--- config.mk ---
export PLATFORM = sky130hd
export DESIGN_NAME = neo_c1_mem_arb
export DESIGN_NICKNAME = d
export VERILOG_FILES = /design/src/rtl/neo_c1_mem_arb.sv
export SDC_FILE = /design/constraint.sdc
export NUM_CORES = 1
export LEC_CHECK = 0
export BUFFER_PORTS_ARGS = -buffer_cell sky130_fd_sc_hd__buf_2
export CAP_MARGIN = 0
export CORE_MARGIN = 2
export CORE_UTILIZATION = 30
export CTS_BUF_LIST = sky130_fd_sc_hd__clkbuf_4
export DETAILED_ROUTE_END_ITERATION = 6
export GPL_TIMING_DRIVEN = 0
export SYNTH_ARGS = -nofsm -noshare
export SYNTH_HDL_FRONTEND = slang
export SYNTH_SLANG_ARGS = --single-unit
--- constraint.sdc ---
create_clock -name CLK -period 3.3 [get_ports CLK]
set_clock_uncertainty 0.05 [all_clocks]
set_input_delay 0.66 -clock CLK [delete_from_list [all_inputs] [get_ports CLK]]
set_output_delay 0.66 -clock CLK [all_outputs]
set_load 0.005 [all_outputs]
--- src/rtl/neo_c1_mem_arb.sv ---
// Shared 16-bit memory port arbiter between 68K bus cycles and Z80 byte accesses.
// One access per request assertion, round-robin on ties, bounded by a timeout.
module neo_c1_mem_arb #(
  parameter int TIMEOUT_CYC = 255,
  parameter int TO_W        = 8
) (
  input  logic        CLK,
  input  logic        RESET,
  input  logic        M68K_REQ,
  input  logic [22:0] M68K_ADDR,
  input  logic        M68K_RW,
  input  logic [1:0]  M68K_BE,
  input  logic [15:0] M68K_DOUT,
  output logic [15:0] M68K_DIN,
  output logic        nM68K_DTACK,
  input  logic        Z80_REQ,
  input  logic [23:0] Z80_ADDR,
  input  logic        Z80_RW,
  input  logic [7:0]  Z80_DOUT,
  output logic [7:0]  Z80_DIN,
  output logic        nZ80_WAIT,
  output logic        MEM_REQ,
  output logic [22:0] MEM_ADDR,
  output logic        MEM_WE,
  output logic [1:0]  MEM_BE,
  output logic [15:0] MEM_WDATA,
  input  logic [15:0] MEM_RDATA,
  input  logic        MEM_ACK,
  output logic        TIMEOUT_ERR
);

  typedef enum logic [1:0] {IDLE, BUSY_68K, BUSY_Z80} state_t;

  localparam logic [TO_W-1:0] TO_LAST = TO_W'(TIMEOUT_CYC - 1);

  state_t          state_reg, state_next;
  logic            m68k_done_reg, m68k_done_next;
  logic            z80_done_reg, z80_done_next;
  logic            last_z80_reg, last_z80_next;
  logic [TO_W-1:0] to_cnt_reg, to_cnt_next;
  logic [22:0]     addr_reg, addr_next;
  logic            we_reg, we_next;
  logic [1:0]      be_reg, be_next;
  logic [15:0]     wdata_reg, wdata_next;
  logic [15:0]     m68k_din_reg, m68k_din_next;
  logic [7:0]      z80_din_reg, z80_din_next;
  logic            timeout_err_reg, timeout_err_next;

  logic        elig_68k, elig_z80, grant_68k, grant_z80;
  logic        busy, time_up, finish;
  logic [15:0] rd_word;

  assign elig_68k  = M68K_REQ & ~m68k_done_reg;
  assign elig_z80  = Z80_REQ & ~z80_done_reg;
  // On a tie the Z80 only wins if the 68K was served last.
  assign grant_z80 = elig_z80 & (~elig_68k | ~last_z80_reg);
  assign grant_68k = elig_68k & ~grant_z80;

  assign busy    = (state_reg != IDLE);
  assign time_up = busy & ~MEM_ACK & (to_cnt_reg == TO_LAST);
  assign finish  = busy & (MEM_ACK | time_up);
  assign rd_word = MEM_ACK ? MEM_RDATA : 16'hFFFF;

  always_comb begin
    state_next       = state_reg;
    last_z80_next    = last_z80_reg;
    to_cnt_next      = to_cnt_reg;
    addr_next        = addr_reg;
    we_next          = we_reg;
    be_next          = be_reg;
    wdata_next       = wdata_reg;
    m68k_din_next    = m68k_din_reg;
    z80_din_next     = z80_din_reg;
    timeout_err_next = 1'b0;
    case (state_reg)
      IDLE: begin
        if (grant_68k) begin
          state_next    = BUSY_68K;
          last_z80_next = 1'b0;
          to_cnt_next   = '0;
          addr_next     = M68K_ADDR;
          we_next       = ~M68K_RW;
          be_next       = M68K_BE;
          wdata_next    = M68K_DOUT;
        end else if (grant_z80) begin
          state_next    = BUSY_Z80;
          last_z80_next = 1'b1;
          to_cnt_next   = '0;
          addr_next     = Z80_ADDR[23:1];
          we_next       = ~Z80_RW;
          be_next       = Z80_ADDR[0] ? 2'b01 : 2'b10;
          wdata_next    = {Z80_DOUT, Z80_DOUT};
        end
      end
      BUSY_68K, BUSY_Z80: begin
        if (finish) begin
          state_next       = IDLE;
          timeout_err_next = time_up;
          if (!we_reg) begin
            if (state_reg == BUSY_68K)
              m68k_din_next = rd_word;
            else
              z80_din_next = be_reg[1] ? rd_word[15:8] : rd_word[7:0];
          end
        end else begin
          to_cnt_next = to_cnt_reg + 1'b1;
        end
      end
      default: state_next = IDLE;
    endcase
    // A requester that drops REQ mid-access never sees its done flag set.
    m68k_done_next = M68K_REQ & (m68k_done_reg | ((state_reg == BUSY_68K) & finish));
    z80_done_next  = Z80_REQ  & (z80_done_reg  | ((state_reg == BUSY_Z80) & finish));
  end

  always_ff @(posedge CLK or posedge RESET) begin
    if (RESET) begin
      state_reg       <= IDLE;
      m68k_done_reg   <= 1'b0;
      z80_done_reg    <= 1'b0;
      last_z80_reg    <= 1'b1;
      to_cnt_reg      <= '0;
      addr_reg        <= '0;
      we_reg          <= 1'b0;
      be_reg          <= 2'b00;
      wdata_reg       <= '0;
      m68k_din_reg    <= '0;
      z80_din_reg     <= '0;
      timeout_err_reg <= 1'b0;
    end else begin
      state_reg       <= state_next;
      m68k_done_reg   <= m68k_done_next;
      z80_done_reg    <= z80_done_next;
      last_z80_reg    <= last_z80_next;
      to_cnt_reg      <= to_cnt_next;
      addr_reg        <= addr_next;
      we_reg          <= we_next;
      be_reg          <= be_next;
      wdata_reg       <= wdata_next;
      m68k_din_reg    <= m68k_din_next;
      z80_din_reg     <= z80_din_next;
      timeout_err_reg <= timeout_err_next;
    end
  end

  assign MEM_REQ     = busy;
  assign MEM_ADDR    = addr_reg;
  assign MEM_WE      = we_reg;
  assign MEM_BE      = be_reg;
  assign MEM_WDATA   = wdata_reg;
  assign M68K_DIN    = m68k_din_reg;
  assign Z80_DIN     = z80_din_reg;
  assign TIMEOUT_ERR = timeout_err_reg;
  assign nM68K_DTACK = ~m68k_done_reg;
  assign nZ80_WAIT   = ~(Z80_REQ & ~z80_done_reg);

endmodule

=== Word level (Yosys, flattened, before mapping) ===
Cells that the tools add are included.

* Bits in registers: 80
* Word-level logic and storage cells: 78
* Input port bits: 96
* Output and inout bits: 70

* Multiplexer cells: 23
* Reductions and logical operators: 10
* Equality and inequality tests: 6
* $add $sub $neg: 1
* Bitwise logic cells: 26

{| class="wikitable"
|+ Operator list
! operator !! count
|-
| $mux W16 || 3
|-
| $mux W23 || 2
|-
| $mux W8 || 4
|-
| $pmux W8 S2 || 1
|-
| $mux W2 || 6
|-
| $and A1 B1 Y1 || 11
|-
| $not A1 Y1 || 11
|-
| $add A8 B1 Y8 const B || 1
|-
| $eq A8 B8 Y1 const B || 1
|-
| $reduce_and A4 Y1 || 2
|-
| $mux W1 || 6
|-
| $reduce_bool A2 Y1 || 3
|-
| $ne A2 B2 Y1 const B || 2
|-
| $or A1 B1 Y1 || 4
|-
| $pmux W2 S2 || 1
|-
| $reduce_and A2 Y1 || 2
|-
| $ne A3 B3 Y1 const B || 1
|-
| $reduce_and A3 Y1 || 1
|-
| $eq A2 B1 Y1 const B || 1
|-
| $eq A2 B2 Y1 const B || 1
|-
| $logic_not A2 Y1 || 1
|-
| $reduce_or A2 Y1 || 1
|}

=== Depth between registers and ports, before layout ===
* Word-level depth: 9
* Depth in mapped cells: 8
* Gate-level depth less buffers: 6

=== Worst setup path after synthesis ===
No wires, ideal clock.

* Path kind: flip-flop to flip-flop
* Start: register state_reg[0]
* End: register to_cnt_reg[1]
* Required time: 3.125 ns
* Data arrival time: 1.942 ns
* Library setup time: 0.125 ns
* Path buffers: 1
* Cell stages (with the launch flop): 8
* Slack: 1.183 ns
* Cell sequence: dfrtp_1 -> inv_1 -> ha_1 -> buf_2 -> or3b_2 -> a21o_1 -> nand2_1 -> mux2_2

* Word-level cells in the longest chain between the ends: 7
* Elaborated cells on any way between the ends: 14
* Those cells by class: 4 x eq/ne; 1 x mux; 4 x bitwise; 5 x reduce/logical

{| class="wikitable"
|+ RTL lines
! what !! line !! text
|-
| start: declaration || 36 || <nowiki>state_t state_reg, state_next;</nowiki>
|-
| start signal: assignment || 131 || <nowiki>state_reg <= state_next;</nowiki>
|-
| $reduce_bool A2 Y1 || 59 || <nowiki>assign busy = (state_reg != IDLE);</nowiki>
|-
| $and A1 B1 Y1 (2 in a row) || 60 || <nowiki>assign time_up = busy & ~MEM_ACK & (to_cnt_reg == TO_LAST);</nowiki>
|-
| $or A1 B1 Y1 || 61 || <nowiki>assign finish = busy & (MEM_ACK | time_up);</nowiki>
|-
| $and A1 B1 Y1 || 61 ||
|-
| $ne A2 B2 Y1 (no line) || n/a ||
|-
| $reduce_and A3 Y1 (no line) || n/a ||
|-
| end signal: assignment || 135 || <nowiki>to_cnt_reg <= to_cnt_next;</nowiki>
|-
| end: declaration || 40 || <nowiki>logic [TO_W-1:0] to_cnt_reg, to_cnt_next;</nowiki>
|}

Several ways; a longest one is shown, not always the timed one.
A chain may end at the register's enable or synchronous reset.

=== Worst setup path after layout ===
* Start: register state_reg[1]
* End: output port MEM_REQ

* Word-level cells in the longest chain between the ends: 1

{| class="wikitable"
|+ RTL lines
! what !! line !! text
|-
| $reduce_bool A2 Y1 || 59 ||
|-
| end: declaration || 22 || <nowiki>output logic MEM_REQ,</nowiki>
|}

No other way between the ends.

==> impl_metrics.json <==
{
  "worstHoldPathType": "primary input to async pin",
  "avgViaCountPerCell": 4.71,
  "power.density_mw_per_mm2": 784,
  "grt_use_total_pct": 16.1,
  "dpl-instance-area_sq_mm": 0.00492,
  "ios": 166,
  "total_power_mw": 3.97,
  "cts-root-buf": "clkbuf_4",
  "synth-edff-count": 0,
  "start_kind": "flip-flop",
  "drtAntennaViolNets": 0,
  "synth_nets": 475,
  "syn_area_sq_mm": 0.00385,
  "start_util_pct": 30.6,
  "yosysSeqAreaShare_pct": 52.0,
  "worst_ep_required_time_ns": 2.59,
  "route.detailed.drc": 0,
  "wire_per_inst_microns": 14.6,
  "max_slew_margin_pct": 54.4,
  "tightest_slew_ns": 0.684,
  "ys.flop_type": "dfrtp_1",
  "hold_viol": 0,
  "synth_cell_types": 38,
  "dieHeight_microns": 117,
  "grt_max_degree": 55,
  "grt_pass1_wl_mm": 16.9,
  "fill_cells": 1294,
  "drive_gt1_share_pct": 40.0,
  "ys_async_sr_fraction_pct": 100,
  "io_buffers": 165,
  "vias": 3429,
  "arrival_ns": 2.17,
  "die_w_microns": 117,
  "avgSynthCellArea_sq_um": 10.3,
  "hpwl_mm": 7.99,
  "coreArea_sq_mm": 0.0126,
  "antenna_found_initial": 0,
  "setup_viol": 0,
  "drv_cap": 0,
  "path_max_fanout": 10,
  "r2r_slack_ns": 0.86,
  "critPathKind": "flip-flop to output port",
  "syn_to_final_growth_pct": 31.6,
  "drt_pre_antenna_iters": 4,
  "cts.repair.resized": 0,
  "fp-row-count": 41,
  "final_area_sq_mm": 0.00506,
  "r2r_end": "MEM_WDATA[8]",
  "endpoint_kind": "output port",
  "post-cts-setup-buffers": 0,
  "timing.fmax_ghz": 0.347,
  "ff2ff_path_depth": 7,
  "cts.clk_slew.worst_paths_ns": 0.14,
  "grt_overflow": 0,
  "cts_tree": "yes",
  "syn_inst": 373,
  "largest_register_ffs": 23,
  "htree_levels": 3,
  "final_nets": 652,
  "drv_slew": 0,
  "period_needed_ns": 2.88,
  "grt_pass1_vias": 3443,
  "p_leak_nw": 2.41,
  "clock_tree.buffer_depth": 2,
  "gp_congestion": 0.793,
  "insertion_delay_ns": 0.46,
  "cts_hold_buf": 0,
  "rsz0062_at_grt": "false",
  "clkSinkCount": 80,
  "synth_seq_cells": 80,
  "drt_iter0_drc": 134,
  "die-area_sq_mm": 0.0138,
  "cts_buffers": 9,
  "status": "finished, final reports clean",
  "worstReg2RegStart": "state_reg[1]",
  "fin_crit_sh_pct": 87.2,
  "totalWireLength_mm": 10.6,
  "utilization_pct": 40.3,
  "yosys_warnings": 0,
  "vdd_drop_max_mv": 0.275
}
-- placed cells by master, fill, tap and decap left out, drive strengths merged, types with 6 or more instances in the layout --
cell type	count
clkbuf	27
mux2i	13
a21oi	11
ha	6
dfrtp	79
nand2	57
inv	6
a31oi	14
o21ai	36
nand2b	12
a22oi	24
nor2	20
buf	175
mux2	25
-- per-stage QoR --
step	setup slack [ns]	setup TNS, ns	hold slack [ns]	instances
after floorplan	0.540	0	0.415	373
after global placement	-0.530	-41.42	0.414	710
after detailed placement	0.846	0	0.417	711
after CTS	0.323	0	0.0714	727
after global routing	0.132	0	0.0636	727
final	0.422	0	0.107	728
-- layer usage --
metal / part of all wire, % / routed length [microns] / GRT usage [%] / vias up
met5: 0 / 0 / 0 / -
li1: - / - / - / 1671
met4: 2.0 / 214 / 6.51 / 0
met2: 49 / 5210 / 26.4 / 107
met1: 42 / 4500 / 19.7 / 1634
met3: 6.7 / 715 / 5.30 / 17
-- logic make-up (layout without fill, tap and decap cells) --
logic type | after synthesis | after routing | share of synthesized area, %
simple gates | 111 | 111 | 14.1
mux | 38 | 38 | 10.7
buf+inv | 32 | 214 | 3.74
fa+ha+maj | 6 | 6 | 1.95
other cells | 0 | 1 | 0
compound gates | 106 | 106 | 17.5
flops | 80 | 80 | 52.0
-- cell type report --
| type | count | area (sq um) | share of cell area [%] |
|---|---|---|---|
| Clock inverter | 5 | 58.8 | 1.16 |
| Buffer | 25 | 118 | 2.32 |
| Multi-Input combinational cell | 261 | 1700 | 33.6 |
| Timing Repair Buffer | 166 | 853 | 16.9 |
| Sequential cell | 80 | 2000 | 39.6 |
| Tap cell | 172 | 215 | 4.25 |
| Inverter | 7 | 28.8 | 0.568 |
| Antenna cell | 1 | 2.50 | 0.0494 |
| Clock buffer | 11 | 82.6 | 1.63 |
-- synthesized netlist by cell type, drive strengths merged, types with 6 or more instances --
| cell type | count | area [sq um] |
|---|---|---|
| mux2i | 13 | 130 |
| mux2 | 25 | 282 |
| o21ai | 36 | 180 |
| a21oi | 11 | 66.3 |
| a31oi | 14 | 87.6 |
| ha | 6 | 75.1 |
| clkbuf | 16 | 60.1 |
| a22oi | 24 | 180 |
| dfrtp | 79 | 1980 |
| nor2 | 20 | 75.1 |
| nand2 | 57 | 214 |
| nand2b | 12 | 75.1 |
| buf | 9 | 57.6 |
| inv | 6 | 22.5 |
-- worst max-delay path, cell delays in order, from the launching register on --
cell	delay [ns]
dfrtp_1	0.42
inv_1	0.14
ha_1	0.34
clkinv_1	0.31
clkbuf_1	0.30
buf_2	0.19
-- how the worst max path moves through the flow --
| stage | start | end | slack, ns | cells after the start |
|---|---|---|---|---|
| after floorplan | RESET | M68K_DIN[0] | 0.54 | 1 |
| after global placement | RESET | MEM_ADDR[12] | -0.53 | 2 |
| after detailed placement | M68K_REQ | MEM_ADDR[6] | 0.85 | 7 |
| after CTS | state_reg[1] | MEM_REQ | 0.32 | 5 |
| after global routing | state_reg[1] | MEM_REQ | 0.13 | 5 |
| final | state_reg[1] | MEM_REQ | 0.42 | 5 |
-- power breakdown --
part	switching, mW	internal, mW	total [mW]
combinational	0.929	0.782	1.71
clock	0.353	0.248	0.600
sequential	0.250	1.41	1.66
Note: power is estimated with default switching activity, not from simulation.
